## config.mk

```make
export PLATFORM = sky130hd
export DESIGN_NAME = fetch_queue
export DESIGN_NICKNAME = d
export VERILOG_FILES = /design/src/rtl/riscv_pkg.sv /design/src/rtl/sync_fifo.sv /design/src/rtl/fetch_queue.sv
export SDC_FILE = /design/constraint.sdc
export NUM_CORES = 1
export LEC_CHECK = 0
export CAP_MARGIN = 20
export CORE_UTILIZATION = 30
export CTS_CLUSTER_SIZE = 25
export DETAILED_ROUTE_END_ITERATION = 7
export DONT_BUFFER_PORTS = 1
export PLACE_DENSITY = 0.47
export SETUP_SLACK_MARGIN = 0.3
export SKIP_LAST_GASP = 1
export SLEW_MARGIN = 40
export SYNTH_ARGS = -nofsm -noshare
export SYNTH_HDL_FRONTEND = slang
export SYNTH_SLANG_ARGS = --single-unit
```

## constraint.sdc

```tcl
create_clock -name clk_i -period 5.66 [get_ports clk_i]
set_input_delay 1.132 -clock clk_i [delete_from_list [all_inputs] [get_ports clk_i]]
set_output_delay 1.132 -clock clk_i [all_outputs]
set_load 0.05 [all_outputs]
```

## src/rtl/riscv_pkg.sv

```systemverilog
// Defaults and the buffer entry layout shared by the fetch front end.
package riscv_pkg;

  localparam int XLEN_DEF = 64;
  localparam int ILEN_DEF = 32;
  localparam logic [XLEN_DEF-1:0] RESET_PC_DEF = '0;

  typedef struct packed {
    logic [XLEN_DEF-1:0] pc;
    logic [ILEN_DEF-1:0] instr;
  } fetch_entry_t;

endpackage

```

## src/rtl/sync_fifo.sv

```systemverilog
// Single-clock FIFO with a flush that empties it in one cycle.
module sync_fifo
  import riscv_pkg::*;
#(
  parameter int WIDTH = XLEN_DEF + ILEN_DEF,
  parameter int DEPTH = 4
) (
  input  logic                     clk_i,
  input  logic                     rst_i,
  input  logic                     flush_i,
  input  logic                     wr_en_i,
  input  logic [WIDTH-1:0]         wr_data_i,
  input  logic                     rd_en_i,
  output logic [WIDTH-1:0]         rd_data_o,
  output logic                     empty_o,
  output logic                     full_o,
  output logic [$clog2(DEPTH):0]   count_o
);

  localparam int AW = $clog2(DEPTH);

  logic [WIDTH-1:0] r_mem [DEPTH];
  logic [AW-1:0]    r_wr_ptr;
  logic [AW-1:0]    r_rd_ptr;
  logic [AW:0]      r_count;
  logic             w_do_rd;
  logic             w_do_wr;

  assign empty_o   = (r_count == '0);
  assign full_o    = (r_count == (AW+1)'(DEPTH));
  assign count_o   = r_count;
  assign rd_data_o = r_mem[r_rd_ptr];

  // A write into a full FIFO is only legal when the head leaves the same cycle.
  assign w_do_rd = rd_en_i && !empty_o;
  assign w_do_wr = wr_en_i && (!full_o || w_do_rd) && !flush_i;

  always_ff @(posedge clk_i) begin
    if (w_do_wr) r_mem[r_wr_ptr] <= wr_data_i;
  end

  always_ff @(posedge clk_i or posedge rst_i) begin
    if (rst_i) begin
      r_wr_ptr <= '0;
      r_rd_ptr <= '0;
      r_count  <= '0;
    end else if (flush_i) begin
      r_wr_ptr <= '0;
      r_rd_ptr <= '0;
      r_count  <= '0;
    end else begin
      if (w_do_wr) r_wr_ptr <= r_wr_ptr + AW'(1);
      if (w_do_rd) r_rd_ptr <= r_rd_ptr + AW'(1);
      case ({w_do_wr, w_do_rd})
        2'b10:   r_count <= r_count + (AW+1)'(1);
        2'b01:   r_count <= r_count - (AW+1)'(1);
        default: r_count <= r_count;
      endcase
    end
  end

endmodule

```

## src/rtl/fetch_queue.sv

```systemverilog
// Instruction fetch queue: credit-limited request issue, in-order response
// capture into a small buffer, and redirect flush with stale-response dropping.
module fetch_queue
  import riscv_pkg::*;
#(
  parameter int              XLEN            = XLEN_DEF,
  parameter int              ILEN            = ILEN_DEF,
  parameter int              DEPTH           = 4,
  parameter int              MAX_OUTSTANDING = 2,
  parameter logic [XLEN-1:0] RESET_PC        = RESET_PC_DEF
) (
  input  logic                     clk_i,
  input  logic                     rst_i,
  output logic                     imem_req_valid_o,
  input  logic                     imem_req_ready_i,
  output logic [XLEN-1:0]          imem_req_addr_o,
  input  logic                     imem_rsp_valid_i,
  input  logic [ILEN-1:0]          imem_rsp_instr_i,
  input  logic                     redirect_i,
  input  logic [XLEN-1:0]          redirect_pc_i,
  output logic                     D_valid_o,
  input  logic                     D_ready_i,
  output logic [XLEN-1:0]          D_pc_o,
  output logic [ILEN-1:0]          D_instr_o,
  output logic [$clog2(DEPTH):0]   count_o
);

  localparam int CW = $clog2(DEPTH) + 1;
  localparam int EW = XLEN + ILEN;
  localparam logic [CW:0]   DEPTH_C = (CW+1)'(DEPTH);
  localparam logic [CW-1:0] MAXO_C  = CW'(MAX_OUTSTANDING);

  logic [XLEN-1:0] r_fetch_pc;
  logic [XLEN-1:0] r_rsp_pc;
  logic [CW-1:0]   r_outstanding;
  logic [CW-1:0]   r_drop_cnt;
  logic [CW-1:0]   w_outstanding_nxt;
  logic [CW-1:0]   w_count;
  logic            w_req_valid;
  logic            w_req_hs;
  logic            w_rsp_ok;
  logic            w_wr_en;
  logic            w_rd_en;
  logic            w_empty;
  logic            w_full;
  logic [EW-1:0]   w_wr_data;
  logic [EW-1:0]   w_rd_data;

  // Every in-flight request already owns a buffer slot, so the buffer can never overflow.
  assign w_req_valid = (({1'b0, w_count} + {1'b0, r_outstanding}) < DEPTH_C)
                       && (r_outstanding < MAXO_C);
  assign w_req_hs    = w_req_valid && imem_req_ready_i;
  assign w_rsp_ok    = imem_rsp_valid_i && (r_outstanding != '0);

  assign w_outstanding_nxt = r_outstanding + CW'(w_req_hs) - CW'(w_rsp_ok);

  assign w_wr_en   = w_rsp_ok && (r_drop_cnt == '0) && !redirect_i;
  assign w_rd_en   = !w_empty && D_ready_i;
  assign w_wr_data = {r_rsp_pc, imem_rsp_instr_i};

  always_ff @(posedge clk_i or posedge rst_i) begin
    if (rst_i) begin
      r_fetch_pc    <= RESET_PC;
      r_rsp_pc      <= RESET_PC;
      r_outstanding <= '0;
      r_drop_cnt    <= '0;
    end else begin
      r_outstanding <= w_outstanding_nxt;
      if (redirect_i) begin
        r_fetch_pc <= redirect_pc_i;
        r_rsp_pc   <= redirect_pc_i;
        r_drop_cnt <= w_outstanding_nxt;
      end else begin
        if (w_req_hs) r_fetch_pc <= r_fetch_pc + XLEN'(4);
        if (w_rsp_ok) begin
          if (r_drop_cnt != '0) r_drop_cnt <= r_drop_cnt - CW'(1);
          else                  r_rsp_pc   <= r_rsp_pc + XLEN'(4);
        end
      end
    end
  end

  sync_fifo #(
    .WIDTH (EW),
    .DEPTH (DEPTH)
  ) u_buf (
    .clk_i     (clk_i),
    .rst_i     (rst_i),
    .flush_i   (redirect_i),
    .wr_en_i   (w_wr_en),
    .wr_data_i (w_wr_data),
    .rd_en_i   (w_rd_en),
    .rd_data_o (w_rd_data),
    .empty_o   (w_empty),
    .full_o    (w_full),
    .count_o   (w_count)
  );

  assign imem_req_valid_o = w_req_valid;
  assign imem_req_addr_o  = r_fetch_pc;
  assign D_valid_o        = !w_empty;
  assign count_o          = w_count;
  // Head fields read as zero while empty so reset and flush present a clean bus.
  assign D_pc_o           = w_empty ? '0 : w_rd_data[EW-1:ILEN];
  assign D_instr_o        = w_empty ? '0 : w_rd_data[ILEN-1:0];

  logic w_unused;
  assign w_unused = w_full;

endmodule

```

==> flow_metrics.py <==
metrics = {
    "timing": {
        "worstMarginPinSlew_ps": 877,
        "fin_setup_tns_ps": 0,
        "maxSlewViolCount": 0,
        "finalCritPeriodShare": 0.743,
        "rsz0062_at_grt": "false",
        "final-setup-viol-count": 0,
        "fin_crit_ps": 4210,
        "skew_ps": 29.6,
        "timing.max_slew.rel_slack": 0.413,
        "max_freq_mhz": 238,
        "hold_viol": 0,
    },
    "pwr": {
        "power.internal_w": 0.00702,
        "total_power_w": 0.00991,
        "p_clk_frac": 0.384,
        "p_leak_nw": 8.56,
        "powerDensity_nw_per_um2": 373,
        "switchingPower_w": 0.00288,
        "switching_share": 0.291,
        "ir_drop_mv": 0.216,
        "p_seq_frac": 0.486,
        "combPwrFrac": 0.130,
    },
    "clock_tree": {
        "cts_buffer_depth": 3,
        "numClockSinks": 525,
        "postCtsHoldBufs": 0,
        "clock_latency_ps": 620,
        "clk_pin_slew_ps": 60,
        "clock-root-buffer": "clkbuf_16",
        "cts_tree": "done",
        "cts_made_buffers": 58,
        "htree_levels": 2,
        "ctsResizeCount": 0,
        "post-cts-setup-buffer-count": 0,
    },
    "floorplanning": {
        "die_y_um": 280,
        "core_area_sq_um": 76300,
        "die_area_sq_um": 78500,
        "fp-row-count": 101,
        "ioPinCount": 267,
        "initial_core_util": 0.304,
        "dieWidth_um": 280,
    },
    "min_path": {
        "min_path_type": "in2async",
    },
    "layout": {
        "final_layout_size_suffix_gt1_frac": 0.172,
        "synthToLayoutAreaGrowth_pct": 14.3,
        "nets": 1709,
        "fillers": 7378,
        "instances_no_fill": 2675,
    },
    "logic_synthesis": {
        "synthCells": 1587,
        "ys_seq_elements": 525,
        "synth_largest_area_cell": "edfxtp_1",
        "dominantRegCellSynth": "edfxtp_1",
        "ys_seq_area_frac": 0.648,
        "synth.net_count": 1704,
        "synth_edf_count": 384,
        "synth_top_cells_by_count": "edfxtp_1 (384), dfrtp_1 (141), and2_1 (107), mux4_2 (96), nand2_1 (76)",
        "syn_area_per_cell_sq_um": 14.6,
        "synthTopCellsByArea": "edfxtp_1 (50%), dfrtp_1 (15%), mux4_2 (9.3%)",
        "synth.most_common_cell": "edfxtp_1",
        "async_flop_share": 0.269,
        "synth_warnings": 0,
        "synth_area_sq_um": 23200,
        "synth_top_area_frac": 0.496,
        "ys_types": 59,
    },
    "routing": {
        "drt_iter0_drc": 848,
        "ant_nets": 0,
        "via_per_inst": 5.20,
        "avgRoutedWirePerCell_um": 24.7,
        "num_vias": 13904,
        "dr.pass1.iters": 5,
        "wirelength_um": 66100,
        "route.detailed.drc": 0,
    },
    "setup_path": {
        "cp_data_arrival_time_ps": 3080,
        "critPathMaxFanout": 8,
        "reg2reg_setup_slack_ps": 1890,
        "endpoint_kind": "output pin",
        "start_kind": "flip-flop",
        "timing.rr.start": "u_buf.count_o[2]",
        "cp.required_ps": 4530,
        "worstReg2RegEnd": "imem_req_addr_o[23]",
        "path_class": "reg2out",
        "r2r.worst_path.cells": 7,
    },
    "global_route": {
        "grt_overflow": 0,
        "grt_usage": 0.167,
        "antenna_found_initial": 3,
        "grt_pass1_wl_um": 97000,
        "grt_pass1_vias": 14113,
        "grt_max_degree": 98,
    },
    "placed_design": {
        "placed_cells": 2561,
        "portBuffers": 0,
        "dp_hpwl_um": 46600,
        "gp_congestion": 0.811,
    },
    "outcome": {
        "run_status": "finished clean",
    },
    "run": {
        "max_cap_viol_count": 0,
    },
}
layout make-up:
class	count	area, sq um	area share
well taps	1030	1290	0.0485
flip-flops and latches	525	15100	0.567
inverters	34	135	0.00509
clock inverters	37	384	0.0145
clock buffers	73	1530	0.0576
repair buffers	32	390	0.0147
diodes	3	7.51	0.000283
multi-input cells	941	7750	0.292
power groups by stage:
| stage | clock network, W | registers [W] | logic, W |
|---|---|---|---|
| 2_1_floorplan | 0 | 0.00477 | 0.00105 |
| 3_3_place_gp | 0 | 0.00489 | 0.00127 |
| 3_5_place_dp | 0 | 0.00489 | 0.00132 |
| 4_1_cts | 0.00392 | 0.00481 | 0.00132 |
| 5_1_grt | 0.00407 | 0.00485 | 0.00140 |
| 6_report | 0.00380 | 0.00481 | 0.00129 |
kinds of logic (layout without fill, tap and decap cells):
| family | Yosys count | in the layout | synth area share |
|---|---|---|---|
| and+or+nand+nor | 563 | 563 | 0.138 |
| adders and majority gates | 15 | 15 | 0.00873 |
| AOI/OAI and AO/OA | 173 | 173 | 0.0528 |
| buffers and inverters | 121 | 176 | 0.0198 |
| muxes | 134 | 134 | 0.111 |
| DFF | 525 | 525 | 0.648 |
| xor gates and xnor gates | 56 | 56 | 0.0211 |
| other | 0 | 3 | 0 |
worst max-delay path by stage:
| stage | startpoint | endpoint | slack (ps) | depth (start not counted) |
|---|---|---|---|---|
| 2_1_floorplan | imem_rsp_valid_i | u_buf.r_mem[0][0] | 680 | 6 |
| 3_3_place_gp | imem_rsp_valid_i | u_buf.r_mem[1][26] | 1600 | 6 |
| 6_report | u_buf.count_o[2] | imem_req_valid_o | 1450 | 3 |
| 3_5_place_dp | imem_rsp_valid_i | u_buf.r_mem[3][8] | 1630 | 6 |
| 5_1_grt | u_buf.r_rd_ptr[0] | D_pc_o[35] | 1290 | 4 |
| 4_1_cts | u_buf.r_rd_ptr[0] | D_pc_o[35] | 1370 | 4 |
registers in the layout, indices dropped and copies added (netlist names):
signal and cells:
r_outstanding 3, u_buf.r_mem 384, r_rsp_pc 64, u_buf.count_o 3, u_buf.r_rd_ptr 2, u_buf.r_wr_ptr 2, imem_req_addr_o 64, r_drop_cnt 3
per-layer routing:
layer	part of all wire	global-route usage	routed length, um	vias up
li1	-	-	-	6224
met1	0.43	0.218	28700	7267
met2	0.49	0.277	32200	335
met3	0.059	0.0426	3900	78
met4	0.020	0.0425	1310	0
met5	0	0	0	-
critical path: stages, from the launching register on:
cell	delay (ps)
dfrtp_1	860
ha_1	350
or4b_1	670
nor2_2	590
cell usage in the layout (no fill, tap or decap), drive strengths merged, types with 24 or more instances in the layout:
| cell | instances |
|---|---|
| a31oi | 34 |
| and2 | 107 |
| and3 | 32 |
| buf | 32 |
| clkbuf | 73 |
| dfrtp | 141 |
| edfxtp | 384 |
| inv | 37 |
| mux2 | 35 |
| mux4 | 96 |
| nand2 | 76 |
| nand3 | 63 |
| nand4 | 39 |
| nor2 | 72 |
| nor3 | 26 |
| nor4 | 43 |
| o31a | 36 |
| o31ai | 24 |
| or4 | 32 |
| xnor2 | 34 |
through the flow:
stage	worst slack, ps	hold slack (ps)	cell area, sq um	util
after floorplan	678	476	23200	-
after global placement	1600	493	24500	0.320
after detailed placement	1630	510	24600	0.322
after CTS	1370	467	26500	0.347
after global routing	1290	498	26600	0.348
final	1450	475	26600	0.348
Note: power is estimated with default switching activity, not from simulation.
